File: config.mk
export PLATFORM = sky130hd
export DESIGN_NAME = order_failure_flush_controller_flat
export DESIGN_NICKNAME = d
export VERILOG_FILES = /design/src/rtl/order_failure_flush_controller_if.sv /design/src/rtl/order_failure_flush_controller.sv /design/src/flat_wrapper.sv
export SDC_FILE = /design/constraint.sdc
export NUM_CORES = 1
export LEC_CHECK = 0
export CORE_ASPECT_RATIO = 1.75
export CORE_UTILIZATION = 45
export CTS_CLUSTER_SIZE = 8
export DETAILED_ROUTE_END_ITERATION = 10
export HOLD_SLACK_MARGIN = 0.08
export PLACE_DENSITY = 0.74
export SLEW_MARGIN = 30
export SYNTH_ARGS = -nofsm -noshare
export SYNTH_HDL_FRONTEND = slang
export SYNTH_SLANG_ARGS = --single-unit
File: constraint.sdc
create_clock -name clk -period 3.5 [get_ports clk]
set_clock_uncertainty 0.1 [all_clocks]
set_input_delay 0.525 -clock clk [delete_from_list [all_inputs] [get_ports clk]]
set_output_delay 0.525 -clock clk [all_outputs]
set_load 0.03 [all_outputs]
File: src/rtl/order_failure_flush_controller_if.sv
`default_nettype none
// order_failure_flush_controller_if: failure-detector inputs and flush handshake bundle.
// Defining ORDER_FAILURE_STATS_EN adds the flush_count signal.
interface order_failure_flush_controller_if #(
  parameter int LDQ_SIZE      = 8,
  parameter int ROB_TAG_WIDTH = 5
);
  localparam int c_idx_w = $clog2(LDQ_SIZE);

  logic [LDQ_SIZE-1:0]                    order_failures;
  logic [c_idx_w-1:0]                     ldq_head;
  logic [LDQ_SIZE-1:0][ROB_TAG_WIDTH-1:0] ldq_rob_tag;
  logic                                   flush_ack;
  logic                                   flush_valid;
  logic [ROB_TAG_WIDTH-1:0]               flush_rob_tag;
  logic [c_idx_w-1:0]                     flush_ldq_index;
  logic                                   busy;
`ifdef ORDER_FAILURE_STATS_EN
  logic [31:0]                            flush_count;
`endif

  modport master (
`ifdef ORDER_FAILURE_STATS_EN
    input  flush_count,
`endif
    output order_failures, ldq_head, ldq_rob_tag, flush_ack,
    input  flush_valid, flush_rob_tag, flush_ldq_index, busy
  );

  modport slave (
`ifdef ORDER_FAILURE_STATS_EN
    output flush_count,
`endif
    input  order_failures, ldq_head, ldq_rob_tag, flush_ack,
    output flush_valid, flush_rob_tag, flush_ldq_index, busy
  );
endinterface
`default_nettype wire

File: src/rtl/order_failure_flush_controller.sv
`default_nettype none
// order_failure_flush_controller: picks the oldest failing load and issues one flush at a time.
// Optional: ORDER_FAILURE_STATS_EN adds a saturating 32-bit accepted-flush counter.
module order_failure_flush_controller #(
  parameter int LDQ_SIZE      = 8,
  parameter int ROB_TAG_WIDTH = 5,
  parameter int DRAIN_CYCLES  = 2
) (
  input  logic                           clk,
  input  logic                           reset,
  order_failure_flush_controller_if.slave bus
);
  localparam int c_idx_w = $clog2(LDQ_SIZE);
  localparam int c_cnt_w = $clog2(DRAIN_CYCLES) + 1;

  typedef enum logic [1:0] {
    IDLE  = 2'd0,
    REQ   = 2'd1,
    DRAIN = 2'd2
  } state_t;

  state_t                   r_state, w_state_nxt;
  logic [LDQ_SIZE-1:0]      r_pending, w_pending_nxt;
  logic [c_cnt_w-1:0]       r_cnt, w_cnt_nxt;
  logic [c_idx_w-1:0]       r_idx, w_idx_nxt;
  logic [ROB_TAG_WIDTH-1:0] r_tag, w_tag_nxt;

  logic [LDQ_SIZE-1:0]      w_cand;
  logic [LDQ_SIZE-1:0]      w_older_lat;
  logic [c_idx_w-1:0]       w_age [LDQ_SIZE];
  logic [c_idx_w-1:0]       w_lat_age;
  logic                     w_found;
  logic [c_idx_w-1:0]       w_old_idx;
  logic [c_idx_w-1:0]       w_old_age;
  logic                     w_has_older;

  assign w_cand    = r_pending | bus.order_failures;
  assign w_lat_age = r_idx - bus.ldq_head;

  // Ages are always relative to the live head, so a moving head re-ranks candidates.
  for (genvar i = 0; i < LDQ_SIZE; i++) begin : g_age
    assign w_age[i]       = c_idx_w'(i) - bus.ldq_head;
    assign w_older_lat[i] = (w_age[i] < w_lat_age);
  end

  always_comb begin : p_oldest
    w_found   = 1'b0;
    w_old_idx = '0;
    w_old_age = '0;
    for (int a = LDQ_SIZE - 1; a >= 0; a--) begin
      if (w_cand[bus.ldq_head + c_idx_w'(a)]) begin
        w_found   = 1'b1;
        w_old_idx = bus.ldq_head + c_idx_w'(a);
        w_old_age = c_idx_w'(a);
      end
    end
  end

  assign w_has_older = w_found && (w_old_age < w_lat_age);

  always_comb begin : p_next
    w_state_nxt   = r_state;
    w_pending_nxt = r_pending;
    w_cnt_nxt     = r_cnt;
    w_idx_nxt     = r_idx;
    w_tag_nxt     = r_tag;
    case (r_state)
      IDLE: begin
        if (w_found) begin
          w_idx_nxt     = w_old_idx;
          w_tag_nxt     = bus.ldq_rob_tag[w_old_idx];
          w_pending_nxt = w_cand;
          w_state_nxt   = REQ;
        end else begin
          w_pending_nxt = '0;
        end
      end
      REQ: begin
        if (w_has_older) begin
          w_idx_nxt = w_old_idx;
          w_tag_nxt = bus.ldq_rob_tag[w_old_idx];
        end
        if (bus.flush_ack) begin
          // The accepted flush squashes the latched load and everything younger.
          w_pending_nxt = w_cand & w_older_lat;
          if (!w_has_older) begin
            w_cnt_nxt   = c_cnt_w'(DRAIN_CYCLES - 1);
            w_state_nxt = DRAIN;
          end
        end else begin
          w_pending_nxt = w_cand;
        end
      end
      DRAIN: begin
        w_pending_nxt = r_pending | (bus.order_failures & w_older_lat);
        if (r_cnt == '0) begin
          w_state_nxt = IDLE;
        end else begin
          w_cnt_nxt = r_cnt - c_cnt_w'(1);
        end
      end
      default: begin
        w_state_nxt = IDLE;
      end
    endcase
  end

  always_ff @(posedge clk or posedge reset) begin
    if (reset) begin
      r_state   <= IDLE;
      r_pending <= '0;
      r_cnt     <= '0;
      r_idx     <= '0;
      r_tag     <= '0;
    end else begin
      r_state   <= w_state_nxt;
      r_pending <= w_pending_nxt;
      r_cnt     <= w_cnt_nxt;
      r_idx     <= w_idx_nxt;
      r_tag     <= w_tag_nxt;
    end
  end

  assign bus.flush_valid     = (r_state == REQ);
  assign bus.busy            = (r_state != IDLE);
  assign bus.flush_rob_tag   = r_tag;
  assign bus.flush_ldq_index = r_idx;

`ifdef ORDER_FAILURE_STATS_EN
  logic [31:0] r_flush_count;

  always_ff @(posedge clk or posedge reset) begin
    if (reset) begin
      r_flush_count <= '0;
    end else if ((r_state == REQ) && bus.flush_ack && (r_flush_count != '1)) begin
      r_flush_count <= r_flush_count + 32'd1;
    end
  end

  assign bus.flush_count = r_flush_count;
`endif

endmodule
`default_nettype wire

File: src/flat_wrapper.sv
// flat-port wrapper written by rule: the top's interface ports become plain ports
module order_failure_flush_controller_flat 
#(
  parameter int LDQ_SIZE      = 8,
  parameter int ROB_TAG_WIDTH = 5,
  parameter int DRAIN_CYCLES  = 2
)
  (clk, reset, bus_order_failures, bus_ldq_head, bus_ldq_rob_tag, bus_flush_ack, bus_flush_valid, bus_flush_rob_tag, bus_flush_ldq_index, bus_busy);
  order_failure_flush_controller_if #(.LDQ_SIZE(LDQ_SIZE), .ROB_TAG_WIDTH(ROB_TAG_WIDTH)) bus_i ();
  input  logic clk;
  input  logic reset;
  input wire logic [$bits(bus_i.order_failures)-1:0] bus_order_failures;
  input wire logic [$bits(bus_i.ldq_head)-1:0] bus_ldq_head;
  input wire logic [$bits(bus_i.ldq_rob_tag)-1:0] bus_ldq_rob_tag;
  input wire logic [$bits(bus_i.flush_ack)-1:0] bus_flush_ack;
  output wire logic [$bits(bus_i.flush_valid)-1:0] bus_flush_valid;
  output wire logic [$bits(bus_i.flush_rob_tag)-1:0] bus_flush_rob_tag;
  output wire logic [$bits(bus_i.flush_ldq_index)-1:0] bus_flush_ldq_index;
  output wire logic [$bits(bus_i.busy)-1:0] bus_busy;
  assign bus_i.order_failures = bus_order_failures;
  assign bus_i.ldq_head = bus_ldq_head;
  assign bus_i.ldq_rob_tag = bus_ldq_rob_tag;
  assign bus_i.flush_ack = bus_flush_ack;
  assign bus_flush_valid = bus_i.flush_valid;
  assign bus_flush_rob_tag = bus_i.flush_rob_tag;
  assign bus_flush_ldq_index = bus_i.flush_ldq_index;
  assign bus_busy = bus_i.busy;
  order_failure_flush_controller #(.LDQ_SIZE(LDQ_SIZE), .ROB_TAG_WIDTH(ROB_TAG_WIDTH), .DRAIN_CYCLES(DRAIN_CYCLES)) u_core (.clk(clk), .reset(reset), .bus(bus_i));
endmodule
After elaboration in Yosys (flattened, before gate mapping)

Index checks and enable logic that the tools add are counted.

Flip-flop bits (word level): 20
Latch bits: 0
Bits in writable memories: 0
Memory bits (read-only): 0
Bits of input ports: 54
Output and inout bits: 10
Word-level logic and storage cells: 122
Memories: 0

$add $sub $neg: 17
Multiply operators: 0
Div/mod/pow operators: 0
Magnitude comparators: 18
Equality and inequality tests: 8
Shifts and indexed selects: 0
Mux-type cells: 60
Bitwise operators: 4
Reductions and logical operators: 10

Operators by type and width:

| cell                                                                         | count |
|---|---|
| 3-bit 2-to-1 mux                                                             | 18 |
| 3-bit by 4-bit less-than comparator with 1-bit output, second input constant | 9 |
| 3-bit less-than comparator                                                   | 9 |
| 1-bit binary-select mux with 3-bit select                                    | 8 |
| 8-bit one-hot mux with 3 select lines                                        | 1 |
| 8-bit AND                                                                    | 2 |
| 1-bit 2-to-1 mux                                                             | 16 |
| 8-bit 2-to-1 mux                                                             | 2 |
| 8-bit OR                                                                     | 2 |
| 5-bit binary-select mux with 3-bit select                                    | 1 |
| 5-bit 2-to-1 mux                                                             | 3 |
| 2-bit 2-to-1 mux                                                             | 7 |
| 3-bit adder, second input constant                                           | 4 |
| 3-bit subtractor, first input constant                                       | 4 |
| 5-bit one-hot mux with 2 select lines                                        | 1 |
| 4-bit AND reduction                                                          | 2 |
| 3-bit by 2-bit adder with 3-bit output, second input constant                | 2 |
| 2-bit by 1-bit != test with 1-bit output, second input constant              | 3 |
| 2-bit != test, second input constant                                         | 3 |
| 2-bit one-hot mux with 3 select lines                                        | 1 |
| 3-bit one-hot mux with 2 select lines                                        | 1 |
| 2-bit nonzero test                                                           | 3 |
| 1-bit by 3-bit subtractor with 3-bit output, first input constant            | 2 |
| 2-bit by 3-bit subtractor with 3-bit output, first input constant            | 2 |
| 10 further kinds                                                             | 11 |

Depth between registers and ports, before layout

Gate-level depths: netlist (run 1).

Depth in word-level cells: 16
Mapped depth: 18
Gate-level depth less buffers: 15

Worst setup path before layout (run 1)

No wires, ideal clock.

Path kind: input to register
Start point: input port bus_ldq_head[0]
End point: register u_core.r_cnt[0]
Setup time: 121 ps
Arrival time: 4091 ps
Data required time: 3279 ps
Path slack: -812 ps
Stages: 16
Buffers on the path: 3
Cell sequence: buf_2 > inv_2 > clkbuf_1 > ha_1 > clkbuf_1 > clkinv_1 > mux4_2 > nand2b_1 > a21oi_1 > nor2_1 > ha_1 > a21oi_1 > o31ai_4 > a2111oi_2 > a211oi_1 > o22a_1

Word-level cells in the longest chain between the ends: 15
Elaborated cells on any way between the ends: 44
Those cells by class: add/sub: 8; order compare: 1; eq/ne: 1; mux: 32; reduce/logical: 2

RTL lines:

| element                                   | line                                  | text |
|---|---|---|
| from (decl)                               | flat_wrapper.sv:13                    | `input wire logic [$bits(bus_i.ldq_head)-1:0] bus_ldq_head;` |
| 3-bit adder                               | order_failure_flush_controller.sv:51  | `if (w_cand[bus.ldq_head + c_idx_w'(a)]) begin` |
| 1-bit binary-select mux with 3-bit select | order_failure_flush_controller.sv:51  |  |
| 1-bit 2-to-1 mux (implied by the code)    | order_failure_flush_controller.sv:51  |  |
| 3-bit 2-to-1 mux (8 in a row)             | order_failure_flush_controller.sv:51  |  |
| 3-bit less-than comparator                | order_failure_flush_controller.sv:59  | `assign w_has_older = w_found && (w_old_age < w_lat_age);` |
| 1-bit logical AND (*)                     | order_failure_flush_controller.sv:59  |  |
| 2-bit != test (no source line) (*)        | -                                     |  |
| 4-bit AND reduction (no source line) (*)  | -                                     |  |
| to (signal assigned)                      | order_failure_flush_controller.sv:118 | `r_cnt <= w_cnt_nxt;` |
| to (decl)                                 | order_failure_flush_controller.sv:24  | `logic [c_cnt_w-1:0] r_cnt, w_cnt_nxt;` |

Mark *: on every way between the ends. The rest lies on a longest branch, timed or not. The select of a mux whose other input is x is not followed.
A chain may end at the register's enable or synchronous reset.

Worst setup path after layout (run 1)

Start point: input port bus_ldq_head[0]
End point: register u_core.r_state[0]

Word-level cells in the longest chain between the ends: 15
Elaborated cells on any way between the ends: 45
Those cells by class: add/sub: 8; order compare: 1; eq/ne: 2; mux: 32; reduce/logical: 2

RTL lines:

| element                                   | line                                  | text |
|---|---|---|
| 3-bit adder                               | order_failure_flush_controller.sv:51  |  |
| 1-bit binary-select mux with 3-bit select | order_failure_flush_controller.sv:51  |  |
| 1-bit 2-to-1 mux (implied by the code)    | order_failure_flush_controller.sv:51  |  |
| 3-bit 2-to-1 mux (8 in a row)             | order_failure_flush_controller.sv:51  |  |
| 3-bit less-than comparator                | order_failure_flush_controller.sv:59  |  |
| 1-bit logical AND                         | order_failure_flush_controller.sv:59  |  |
| 2-bit != test (no source line)            | -                                     |  |
| 4-bit AND reduction (no source line) (*)  | -                                     |  |
| to (signal assigned)                      | order_failure_flush_controller.sv:116 | `r_state <= w_state_nxt;` |
| to (decl)                                 | order_failure_flush_controller.sv:22  | `state_t r_state, w_state_nxt;` |

Marks and branches as above.

==> results of run 1 <==
per-layer routing:
metal	wire, um	track usage	up-vias
li1	-	-	1829
met1	4390	0.317	1928
met2	7010	0.631	258
met3	754	0.0400	92
met4	1240	0.295	0
met5	0	0	-
flip-flops by register name (all words and copies together) (netlist names):
register                    cells
u_core.r_state                  2
u_core.r_pending                8
u_core.bus.flush_ldq_index      3
u_core.r_cnt                    2
u_core.bus.flush_rob_tag        5
worst max-delay path: stages:
cell       delay [ns]
buf_12           0.11
inv_8            0.05
ha_4             0.16
xor2_4           0.21
buf_6            0.13
mux4_2           0.52
mux2i_4          0.18
buf_4            0.16
o21ai_1          0.08
o21a_1           0.25
o31ai_4          0.39
a2111oi_4        0.12
buf_4            0.19
or4_1            0.47
a21oi_1          0.15
what timing repair did:
item                       4_1_cts  5_1_grt
gates resized for setup         47       47
cloned                           1        1
setup endpoints to repair       20       12
hold buffers                     0        0
setup buffers                   12        6
pin swaps                       16       22
kinds of logic after synthesis:
group,after synthesis
compound gates,139
xor+xnor,5
fa+ha+maj,24
buf+inv,52
flops,20
mux,34
simple gates,116
path summary, 6_finish.rpt:
path                                                          from                                       to  slack [ns]  depth (start not counted)
max                                                bus_ldq_head[0]            u_core.r_state[0]$_DFFE_PP0P_       -0.09                         15
min                        u_core.bus.flush_rob_tag[2]$_DFFE_PP0P_  u_core.bus.flush_rob_tag[2]$_DFFE_PP0P_        0.44                          2
max reg2reg                        u_core.r_pending[3]$_DFFE_PP0P_            u_core.r_state[0]$_DFFE_PP0P_       -0.07                         12
min reg2reg                u_core.bus.flush_rob_tag[2]$_DFFE_PP0P_  u_core.bus.flush_rob_tag[2]$_DFFE_PP0P_        0.44                          2
max in group asynchronous                                    reset          u_core.r_pending[3]$_DFFE_PP0P_        2.12                          2
min in group asynchronous                                    reset            u_core.r_state[0]$_DFFE_PP0P_        0.63                          2
layout make-up:
cell class / count / area (um2)
clock buffer: 3 / 75.1
multi-input combinational: 318 / 2830
fill: 500 / 1670
tap: 84 / 105
inverter: 33 / 135
clock inverter: 1 / 30.0
timing repair buffer: 179 / 1570
sequential: 20 / 502
power groups by stage:
stage / registers, mW / logic, mW / clock network [mW]
2_1_floorplan: 0.544 / 1.64 / 0
3_3_place_gp: 0.464 / 2.57 / 0
3_5_place_dp: 0.471 / 2.70 / 0
4_1_cts: 0.469 / 2.88 / 0.321
5_1_grt: 0.499 / 3.42 / 0.335
6_report: 0.495 / 3.21 / 0.323
per-stage QoR:
step                 util  worst slack (ns)  power (mW)  TNS, ns
global route        0.758            -0.184        4.26   -0.854
global placement    0.683            -0.767        3.03   -10.95
finish              0.758           -0.0947        4.03   -0.265
floorplan               -            -0.309        2.18    -2.96
detailed placement  0.683            -0.972        3.17   -13.51
CTS                 0.730            -0.152        3.67   -0.697
placed cells by master (no fill, tap or decap), types with 5 or more instances in the layout:
cell type          n
or2_1              6
o31ai_1            9
buf_4            105
nand2_1           19
o22ai_1            5
o211ai_1           9
a21o_1             8
nand2b_1           6
inv_1             26
nor2_1            22
mux2i_1           15
nor2_2             5
o21ai_1            5
o221ai_1           7
a211oi_1           9
a22o_1             8
ha_1              19
clkdlybuf4s50_1   52
mux4_2            13
a21oi_1           21
dfrtp_1           19
buf_6              7
o21ai_0           24
nand3_1           11
nor3_1             5
==> flow_metrics.py, run 1 <==
metrics = {
    "run_status": {
        "status": "finished with violations",
        "failed_checks": "setup timing",
    },
    "routing": {
        "firstDrtPassIters": 5,
        "drcViolationCount": 0,
        "drt.antenna.violating_nets": 0,
        "routed_wirelength_um": 13400,
        "drt_iter0_markers": 347,
        "avgRoutedWirePerCell_um": 21.0,
        "num_vias": 4107,
        "vias_per_cell": 6.44,
    },
    "global_routing": {
        "antenna_found_initial": 0,
        "grt_pass1_wl_um": 19600,
        "grt_use_total": 0.343,
        "gr-total-overflow": 0,
        "grt_max_degree": 21,
        "grt_pass1_vias": 4151,
    },
    "sta": {
        "slew_headroom": 0.457,
        "clock.fmax_mhz": 278,
        "hold_viol": 0,
        "setup_violations": 6,
        "worst_slack_ns": -0.0947,
        "rsz0062_at_grt": "true",
        "slew_violations": 0,
        "whs_ns": 0.439,
        "fin_crit_ns": 3.59,
        "fin_crit_sh": 1.03,
        "worst_pin_slew_ns": 0.813,
    },
    "layout": {
        "fin_nets": 633,
        "syn_to_final_growth_pct": 62.4,
        "diodes": 0,
        "instances_no_fill": 638,
        "fin_area_mm2": 0.00524,
        "drive_gt1_frac": 0.370,
    },
    "pwr": {
        "powerDensity_mw_per_mm2": 769,
        "power.clock.fraction": 0.080,
        "p_sw_frac": 0.486,
        "p_int_mw": 2.07,
        "p_sw_mw": 1.96,
        "ir_worst_vdd_uv": 692,
        "p_seq_frac": 0.123,
        "p_comb_frac": 0.797,
        "leakagePower_nw": 2.25,
    },
    "synth": {
        "muxShareOfSynthArea": 0.163,
        "synth_area_leaders": "dfrtp_1 (16%), mux4_2 (9.1%), ha_1 (8.9%), mux2i_1 (5.3%), o21ai_0 (4.0%)",
        "synthCells": 390,
        "synth_xor_area_frac": 0.0182,
        "syn-cell-area_mm2": 0.00323,
        "yosysSeqAreaShare": 0.155,
        "synth_top_family_by_area": "compound AO/OA/AOI/OAI gates",
        "postSynthAreaPerCell_um2": 8.27,
        "yosys.area_share.simple": 0.197,
        "synth_fp_nets": 468,
        "netlist_top_cells_count": "inv_1 (27), nor2_1 (27), o21ai_0 (26)",
        "yosys_warnings": 0,
        "ys_async_sr_fraction": 1.00,
        "synth_compound_area_frac": 0.305,
        "synth.distinct_cells": 73,
        "synth.top_cell.area_share": 0.155,
        "yosys_register_bits": 20,
        "ys.flop_type": "dfrtp_1",
        "synth-edff-count": 0,
        "synthAdderAreaFrac": 0.0954,
        "yosys.area.top_type": "dfrtp_1",
    },
    "clocking": {
        "cts_max_level": 1,
        "cts_buffer_depth": 2,
        "cts_sinks": 20,
        "tritoncts": "done",
        "cts_buffers": 3,
        "clock_latency_ns": 0.26,
        "clk_root_buffer_cell": "clkbuf_16",
        "clk_pin_slew_ns": 0.06,
    },
    "worst_hold_path": {
        "hp-class": "reg -> reg",
    },
    "floorplanning": {
        "die_x_um": 66,
        "core.rowCount": 40,
        "boundaryPins": 64,
        "start_util": 0.467,
        "die_area_mm2": 0.00752,
        "dieHeight_um": 114,
        "coreArea_mm2": 0.00691,
    },
    "place": {
        "placed_cell_area_mm2": 0.00472,
        "place.gp.congestion": 1.01,
        "placedCellCount": 617,
        "dp_hpwl_um": 9450,
        "io_buffer_count": 63,
    },
    "worst_setup_path": {
        "cp-end-kind": "register",
        "critPathRequiredTime_ns": 3.58,
        "cp-start-kind": "input pin",
        "crit_fanout": 5,
        "crit_type": "in -> reg",
        "cp.arrival_ns": 3.68,
    },
    "run": {
        "max_cap_viol_count": 0,
    },
}
No activity file was read; power rests on OpenSTA's default activity.
==> inputs of run 2 (changes only) <==
--- a/config.mk
+++ b/config.mk
@@ -5,12 +5,13 @@
 export SDC_FILE = /design/constraint.sdc
 export NUM_CORES = 1
 export LEC_CHECK = 0
+export ABC_AREA = 1
 export CORE_ASPECT_RATIO = 1.75
 export CORE_UTILIZATION = 45
 export CTS_CLUSTER_SIZE = 8
 export DETAILED_ROUTE_END_ITERATION = 10
 export HOLD_SLACK_MARGIN = 0.08
-export PLACE_DENSITY = 0.74
+export PLACE_DENSITY = 0.77
 export SLEW_MARGIN = 30
 export SYNTH_ARGS = -nofsm -noshare
 export SYNTH_HDL_FRONTEND = slang
==> flow_metrics.py, run 2 <==
metrics = {
    "run_status": {
        "status": "completed",
    },
    "sta": {
        "slew_headroom": 0.471,
        "fin_crit_ns": 3.39,
        "worst_slack_ns": 0.112,
        "slew_violations": 0,
        "hold_viol": 0,
        "setup_violations": 0,
        "clock.fmax_mhz": 295,
        "worst_pin_slew_ns": 0.793,
        "fin_crit_sh": 0.968,
        "whs_ns": 0.422,
    },
    "synth": {
        "ys_async_sr_fraction": 1.00,
        "yosysMostFrequentCell": "nand2_1",
        "netlist_top_cells_count": "nand2_1 (144), nand3_1 (55), inv_1 (35)",
        "ys.flop_type": "dfrtp_1",
        "synth-edff-count": 0,
        "syn-cell-area_mm2": 0.00258,
        "synth_fp_nets": 487,
        "yosys_warnings": 0,
        "yosysSeqAreaShare": 0.194,
        "yosys_register_bits": 20,
        "synth_area_leaders": "nand2_1 (21%), dfrtp_1 (19%), ha_1 (11%), nand3_1 (11%), a21oi_1 (6.0%)",
        "synth.distinct_cells": 35,
        "yosys.area.top_type": "nand2_1",
        "postSynthAreaPerCell_um2": 6.31,
        "synth.top_cell.area_share": 0.210,
        "synthCells": 409,
    },
    "worst_setup_path": {
        "crit_type": "in -> reg",
        "cp-start-kind": "input pin",
        "critPathRequiredTime_ns": 3.57,
        "crit_fanout": 5,
        "cp.arrival_ns": 3.46,
        "cp-end-kind": "register",
    },
    "clocking": {
        "cts_buffer_depth": 2,
        "cts_max_level": 1,
        "tritoncts": "done",
        "clk_pin_slew_ns": 0.09,
        "clk_root_buffer_cell": "clkbuf_8",
        "cts-hold-fix-buffers": 0,
        "cts_sinks": 20,
        "cts_buffers": 3,
        "clock_latency_ns": 0.27,
    },
    "routing": {
        "drt_iter0_markers": 179,
        "firstDrtPassIters": 4,
        "vias_per_cell": 5.27,
        "routed_wirelength_um": 8290,
        "num_vias": 3145,
        "avgRoutedWirePerCell_um": 13.9,
        "drcViolationCount": 0,
        "drt.antenna.violating_nets": 0,
    },
    "floorplanning": {
        "boundaryPins": 64,
        "die_x_um": 59.2,
        "dieHeight_um": 102,
        "start_util": 0.466,
        "die_area_mm2": 0.00605,
        "core.rowCount": 36,
        "coreArea_mm2": 0.00554,
    },
    "layout": {
        "largest_reg_flops": 8,
        "drive_gt1_frac": 0.188,
        "final_common_cell": "nand2_1",
        "regMostFlops": "u_core.r_pending",
        "layout_common_cells": "nand2_1 (144), clkdlybuf4s50_1 (61), nand3_1 (53), buf_4 (53), inv_1 (35)",
        "syn_to_final_growth_pct": 47.3,
        "diodes": 0,
        "fin_area_mm2": 0.00380,
        "fill_cells": 510,
        "fin_nets": 600,
        "utilization": 0.686,
    },
    "global_routing": {
        "grt_pass1_wl_um": 13000,
        "grt_max_degree": 21,
        "antenna_found_initial": 0,
        "gr-total-overflow": 0,
        "grt_use_total": 0.280,
        "grt_pass1_vias": 3119,
    },
    "worst_hold_path": {
        "hp-class": "reg -> reg",
    },
    "place": {
        "io_buffer_count": 63,
        "placed_cell_area_mm2": 0.00363,
        "dp_hpwl_um": 6620,
        "post-place-ws_ns": -0.445,
        "place.gp.congestion": 0.909,
    },
    "pwr": {
        "leakagePower_nw": 1.94,
        "ir_worst_vdd_uv": 403,
        "power_mw": 2.79,
        "powerDensity_mw_per_mm2": 734,
    },
    "run": {
        "max_cap_viol_count": 0,
    },
}
## run 2: changes by cell type after synthesis, moves of 13 or more
| cell | before | now |
|---|---|---|
| mux2i_1 | 17 | 0 |
| nand3_1 | 11 | 55 |
| o21ai_0 | 26 | 8 |
| nand2_1 | 22 | 144 |
| mux4_2 | 13 | 0 |
## run 2: logic make-up (layout without fill, tap and decap cells)
logic type      Yosys count  count (layout)  synth area share
simple gates            247             247             0.420
compound gates           58              58             0.127
fa+ha+maj                24              24             0.119
flops                    20              20             0.194
buf+inv                  55             167             0.100
xor+xnor                  5               5            0.0388
## run 2: worst paths after layout
check / start / endpoint / slack (ns) / depth (start not counted)
max: bus_order_failures[5] / u_core.bus.flush_rob_tag[1]$_DFFE_PP0P_ / 0.11 / 20
min: u_core.bus.flush_rob_tag[3]$_DFFE_PP0P_ / u_core.bus.flush_rob_tag[3]$_DFFE_PP0P_ / 0.42 / 2
max reg2reg: u_core.r_pending[5]$_DFFE_PP0P_ / u_core.bus.flush_rob_tag[1]$_DFFE_PP0P_ / 0.33 / 19
min reg2reg: u_core.bus.flush_rob_tag[3]$_DFFE_PP0P_ / u_core.bus.flush_rob_tag[3]$_DFFE_PP0P_ / 0.42 / 2
max in group asynchronous: reset / u_core.r_pending[6]$_DFFE_PP0P_ / 2.21 / 2
min in group asynchronous: reset / u_core.bus.flush_rob_tag[2]$_DFFE_PP0P_ / 0.59 / 2
## run 2: final cells by class
type | count | area, um2 | share of cell area
multi-input combinational | 334 | 1860 | 0.490
clock buffer | 3 | 41.3 | 0.0109
tap | 76 | 95.1 | 0.0250
inverter | 42 | 160 | 0.0421
sequential | 20 | 500 | 0.132
timing repair buffer | 121 | 1110 | 0.293
clock inverter | 1 | 30.0 | 0.00790
## run 2: power by group
part / leakage (nW) / switching (mW) / internal (mW) / total, mW
clock network: 0.0357 / 0.0897 / 0.153 / 0.243
logic: 1.67 / 1.20 / 0.892 / 2.10
registers: 0.235 / 0.0965 / 0.355 / 0.452
## run 2: critical path, stage by stage
cell             delay (ns)
clkdlybuf4s50_1        0.41
nor2_2                 0.14
nand2_1                0.11
nand2_1                0.10
nand2_1                0.12
nand3_1                0.20
nand2_1                0.10
inv_1                  0.09
nand4_1                0.14
a21oi_2                0.21
ha_1                   0.28
a211o_1                0.29
nor2_1                 0.13
nand2_2                0.07
nand2_2                0.07
nand2_2                0.09
nor2_4                 0.16
nand2_1                0.09
nand2_1                0.07
nor2_1                 0.04
## run 2: per-stage QoR
step | TNS, ns | cells
2_1_floorplan | 0 | 409
3_3_place_gp | -3.35 | 588
3_5_place_dp | -4.72 | 588
4_1_cts | 0 | 593
5_1_grt | -0.125 | 597
6_report | 0 | 597
## run 2: what timing repair did
item | in CTS | in global routing
endpoints found under the setup margin | 12 | 12
pin swaps | 1 | 4
buffers inserted | 1 | 4
resized for setup | 7 | 7
endpoints found under the hold margin | 0 | 0
## run 2: metal layers
layer / vias to the layer above / global-route usage / share of wire
met1: 1401 / 0.247 / 0.32
met5: - / 0 / 0
met3: 48 / 0.0342 / 0.052
li1: 1554 / - / -
met4: 0 / 0.196 / 0.072
met2: 142 / 0.551 / 0.56
